File: src/rtl/fifo_uart_tx_drain.sv
// Drains the sample FIFO and sends each word MS byte first as 8N1 UART frames.
// Define TX_PARITY_EN to add an even-parity bit to every frame (8E1).
module fifo_uart_tx_drain #(
   parameter int DATA_W       = 16,
   parameter int CLKS_PER_BIT = 868
) (
   input  logic              clk_i,
   input  logic              rst_ni,
   input  logic              rd_en_i,
   input  logic              empty_i,
   input  logic [DATA_W-1:0] data_i,
   output logic              fifo_rd_o,
   output logic              tx_o,
   output logic              busy_o,
   output logic              done_o,
   output logic [15:0]       words_o
);

   localparam int         NBYTES   = DATA_W / 8;
   localparam int         CNT_W    = (CLKS_PER_BIT > 2) ? $clog2(CLKS_PER_BIT) : 1;
   localparam logic [1:0] LAST_IDX = 2'(NBYTES - 1);

   typedef enum logic [2:0] {
      IDLE, POP, LOAD, START, DATA,
`ifdef TX_PARITY_EN
      PARITY,
`endif
      STOP, NEXT
   } state_t;

   state_t            state;
   logic [CNT_W-1:0]  cnt;
   logic [2:0]        bit_idx;
   logic [1:0]        byte_idx;
   logic [DATA_W-1:0] word_reg;
   logic [7:0]        cur_byte;
   logic              bit_end;

   // The word is shifted left one byte per frame, so the byte on the wire is always the top one.
   assign cur_byte = word_reg[DATA_W-1 -: 8];
   assign bit_end  = (cnt == CNT_W'(CLKS_PER_BIT - 1));

   always_ff @(posedge clk_i or negedge rst_ni) begin
      if (!rst_ni) begin
         state     <= IDLE;
         cnt       <= '0;
         bit_idx   <= '0;
         byte_idx  <= '0;
         word_reg  <= '0;
         tx_o      <= 1'b1;
         fifo_rd_o <= 1'b0;
         busy_o    <= 1'b0;
         done_o    <= 1'b0;
         words_o   <= '0;
      end else begin
         fifo_rd_o <= 1'b0;
         done_o    <= 1'b0;
         case (state)
            IDLE: begin
               if (!rd_en_i) begin
                  words_o <= '0;
               end else if (!empty_i) begin
                  state     <= POP;
                  fifo_rd_o <= 1'b1;
                  busy_o    <= 1'b1;
               end
            end
            POP: state <= LOAD;
            LOAD: begin
               word_reg <= data_i;
               byte_idx <= '0;
               cnt      <= '0;
               tx_o     <= 1'b0;
               state    <= START;
            end
            START: begin
               if (bit_end) begin
                  cnt     <= '0;
                  bit_idx <= '0;
                  tx_o    <= cur_byte[0];
                  state   <= DATA;
               end else begin
                  cnt <= cnt + 1'b1;
               end
            end
            DATA: begin
               if (bit_end) begin
                  cnt <= '0;
                  if (bit_idx == 3'd7) begin
`ifdef TX_PARITY_EN
                     tx_o  <= ^cur_byte;
                     state <= PARITY;
`else
                     tx_o  <= 1'b1;
                     state <= STOP;
`endif
                  end else begin
                     bit_idx <= bit_idx + 3'd1;
                     tx_o    <= cur_byte[bit_idx + 3'd1];
                  end
               end else begin
                  cnt <= cnt + 1'b1;
               end
            end
`ifdef TX_PARITY_EN
            PARITY: begin
               if (bit_end) begin
                  cnt   <= '0;
                  tx_o  <= 1'b1;
                  state <= STOP;
               end else begin
                  cnt <= cnt + 1'b1;
               end
            end
`endif
            STOP: begin
               if (bit_end) begin
                  cnt <= '0;
                  if (byte_idx != LAST_IDX) begin
                     byte_idx <= byte_idx + 2'd1;
                     word_reg <= word_reg << 8;
                     tx_o     <= 1'b0;
                     state    <= START;
                  end else begin
                     // The word just finished means at least one word was sent in this drain.
                     words_o <= words_o + 16'd1;
                     busy_o  <= 1'b0;
                     done_o  <= empty_i;
                     state   <= NEXT;
                  end
               end else begin
                  cnt <= cnt + 1'b1;
               end
            end
            NEXT: begin
               if (!done_o && rd_en_i && !empty_i) begin
                  state     <= POP;
                  fifo_rd_o <= 1'b1;
                  busy_o    <= 1'b1;
               end else begin
                  state <= IDLE;
               end
            end
            default: state <= IDLE;
         endcase
      end
   end

endmodule

File: config.mk
export PLATFORM = sky130hd
export DESIGN_NAME = fifo_uart_tx_drain
export DESIGN_NICKNAME = d
export VERILOG_FILES = /design/src/rtl/fifo_uart_tx_drain.sv
export SDC_FILE = /design/constraint.sdc
export NUM_CORES = 1
export LEC_CHECK = 0
export BUFFER_PORTS_ARGS = -buffer_cell sky130_fd_sc_hd__buf_4
export CORE_ASPECT_RATIO = 0.7
export CORE_MARGIN = 3
export CORE_UTILIZATION = 25
export CTS_CLUSTER_DIAMETER = 60
export DETAILED_ROUTE_END_ITERATION = 7
export GPL_ROUTABILITY_DRIVEN = 0
export SYNTH_ARGS = -nofsm -noshare
export SYNTH_HDL_FRONTEND = slang
export SYNTH_SLANG_ARGS = --single-unit
File: constraint.sdc
create_clock -name clk_i -period 2.6 [get_ports clk_i]
set_clock_uncertainty 0.15 [all_clocks]
set_input_delay 0.13 -clock clk_i [delete_from_list [all_inputs] [get_ports clk_i]]
set_output_delay 0.13 -clock clk_i [all_outputs]
set_load 0.01 [all_outputs]
==> impl_metrics.json <==
{
  "status": "completed",
  "via_per_inst": 4.71,
  "synth_async_sr_flop_share_pct": 100,
  "syn_inst": 286,
  "worst_path_dominant_cell_family": "simple AND/OR/NAND/NOR gates",
  "antenna_diode_instance_count": 0,
  "detail-route-antenna-nets": 0,
  "mostFrequentLayoutCells": "dfrtp_1 (53), buf_4 (51), nand2_1 (36)",
  "critPathMaxFanout": 10,
  "synth_top_cell_by_area": "dfrtp_1",
  "number_of_cell_rows": 31,
  "post_dp_cell_area_mm2": 0.00328,
  "largest_net_degree_at_the_start_of_global_routing": 55,
  "unrepaired_setup_endpoints_after_global_routing": "no",
  "numCtsBuffers": 5,
  "top_area_cell_type_share_of_the_netlist_area_pct": 48.0,
  "area_growth_pct": 30.4,
  "critical_path_buf_inv_count": 0,
  "drt_first_pass_iters": 4,
  "setup_viol": 0,
  "timing.final.hold_violations": 0,
  "ioPinCount": 40,
  "cts_htree_levels": 2,
  "yosys_warnings": 0,
  "synth_sequential_area_ratio_pct": 48.9,
  "max-vdd-ir-drop_mv": 0.233,
  "grt_remaining_overflow": 0,
  "timing_max_transition_violations_final": 0,
  "synth-seq-cells": 54,
  "cts.clk_slew.worst_paths_ns": 0.07,
  "synth_area_per_cell_um2": 9.66,
  "ys.flop_type": "dfrtp_1",
  "netlist_area_mm2": 0.00276,
  "cp-start-kind": "flop",
  "postCtsSetupRepairBufs": 0,
  "clock_latency_at_the_later_pin_of_the_worst_skew_pair_ns": 0.29,
  "maxCapViolations": 0,
  "tritoncts": "built",
  "synth.net_count": 311,
  "setup_tns_ns": 0,
  "detailedPlacementHpwl_um": 4810,
  "critical_path_arrival_ns": 2.54,
  "critical_path.slowest_cell": "or4_1",
  "slew_headroom_pct": 54.3,
  "postLayoutCellArea_mm2": 0.00360,
  "power.leakage_nw": 1.64,
  "min_period_ns": 2.47,
  "drt_iter0_drc": 156,
  "edff_count_synth": 0,
  "fill_cells": 1096,
  "via_count_of_the_routed_design": 2340,
  "slew_at_the_pin_closest_to_its_max_slew_limit_ns": 0.685,
  "clockBufferDepth": 2,
  "post_drt_wl_per_cell_um": 13.2,
  "cts.root.buffer_cell": "clkbuf_16",
  "power_density_mw_per_mm2": 468,
  "dieWidth_um": 132,
  "cp.required_ns": 2.67,
  "global_route_wire_length_before_repair_um": 10800,
  "worst_path_largest_cell_delay_ns": 0.50,
  "effective_utilization_at_floorplan_pct": 26.2,
  "path_cells": "ha_1 -> or4b_4 -> nor4_4 -> nand3_2 -> or4_1 -> a21oi_1",
  "timing_worst_setup_path_type": "flop to flop",
  "layout-drive-gt1-share_pct": 20.3,
  "final_common_cell": "dfrtp_1",
  "post_synth_num_cell_types": 45,
  "fin_crit_sh_pct": 94.8,
  "antenna_found_initial": 0,
  "track_usage_pct": 10.9,
  "dieHeight_um": 94.0,
  "worstHoldPathType": "input pin to flop",
  "drt_wl_total_um": 6540,
  "cts_num_sinks": 54,
  "synth.top_cells.by_area": "dfrtp_1 (48%), o21ai_0 (5.6%), nand2_1 (4.9%), mux2i_1 (4.7%), a22o_1 (3.5%)",
  "fp.dieArea_mm2": 0.0124,
  "via_count_of_the_first_global_routing_pass": 2246,
  "placement.io_buffers": 39,
  "net_count_final": 373,
  "drcViolationCount": 0,
  "placeableCoreArea_mm2": 0.0106,
  "end_kind": "flop",
  "fmax_ghz": 0.406
}
## cells by family (layout without fill, tap and decap cells)
group / Yosys count / count (layout) / share of synthesized area [%]
AO/OA/AOI/OAI: 75 / 75 / 16.9
XOR/XNOR: 3 / 3 / 0.951
adder cells (fa/ha/maj): 5 / 5 / 2.26
buffers and inverters: 22 / 85 / 3.53
flip-flops: 54 / 54 / 48.9
multiplexers: 17 / 17 / 6.74
AND/OR/NAND/NOR: 110 / 110 / 20.6
## repair_timing
item | in CTS | in global routing
hold buffers | 16 | 0
endpoints found under the hold margin | 68 | 0
gates resized for setup | 0 | 1
setup endpoints to repair | 0 | 6
## worst paths after layout
check	from	to	slack [ns]	cells after the start
max	cnt[0]	words_o[8]	0.13	6
min	data_i[10]	word_reg[10]	0.01	3
max reg2reg	cnt[0]	words_o[8]	0.13	6
min reg2reg	busy_o	busy_o	0.33	1
max in group asynchronous	rst_ni	word_reg[12]	1.57	2
min in group asynchronous	rst_ni	words_o[8]	0.27	2
## where the power goes
group	internal [mW]	switching [mW]
clock network	0.382	0.302
registers	0.863	0.0224
logic	0.0663	0.0513
## cell usage after synthesis (all sizes together) (3+ instances only)
| master | number |
|---|---|
| nand2b | 4 |
| o31ai | 6 |
| nor4 | 3 |
| nand4 | 5 |
| a22o | 11 |
| nand2 | 36 |
| nor3 | 11 |
| nand3b | 3 |
| nor2 | 18 |
| mux2 | 3 |
| or3 | 8 |
| clkbuf | 10 |
| dfrtp | 53 |
| mux2i | 13 |
| ha | 5 |
| o21ai | 31 |
| a21oi | 16 |
| inv | 10 |
| a21o | 3 |
| xor2 | 3 |
| nand3 | 9 |
## tightest hold or removal path, cell delays in order
cell     delay, ns
buf_4         0.08
mux2i_1       0.05
o21ai_0       0.15
## per-layer routing
layer / GRT usage, % / share of wire (%) / vias up
met5: 0 / 0 / -
li1: - / - / 1160
met1: 14.6 / 49 / 1115
met2: 17.1 / 45 / 58
met4: 2.97 / 0.83 / 0
met3: 3.43 / 6.1 / 7
## per-stage QoR
step	hold slack (ns)	util, %	power (mW)	setup WS, ns	cells
2_1_floorplan	-0.316	-	0.932	0.135	286
3_3_place_gp	0.0735	31.1	1.00	0.205	473
3_5_place_dp	0.0767	31.1	1.00	0.149	473
4_1_cts	0.00371	34.1	1.71	0.127	497
5_1_grt	0.00686	34.2	1.76	0.00561	497
6_report	0.0111	34.2	1.69	0.135	497
## cell type report
type	count	area, um^2	share of cell area [%]
Sequential cell	54	1350	37.5
Multi-Input combinational cell	210	1330	37.0
Timing Repair Buffer	67	543	15.1
Tap cell	148	185	5.14
Clock buffer	6	139	3.85
Inverter	10	37.5	1.04
Clock inverter	2	12.5	0.347
Note: power is estimated with default switching activity, not from simulation.
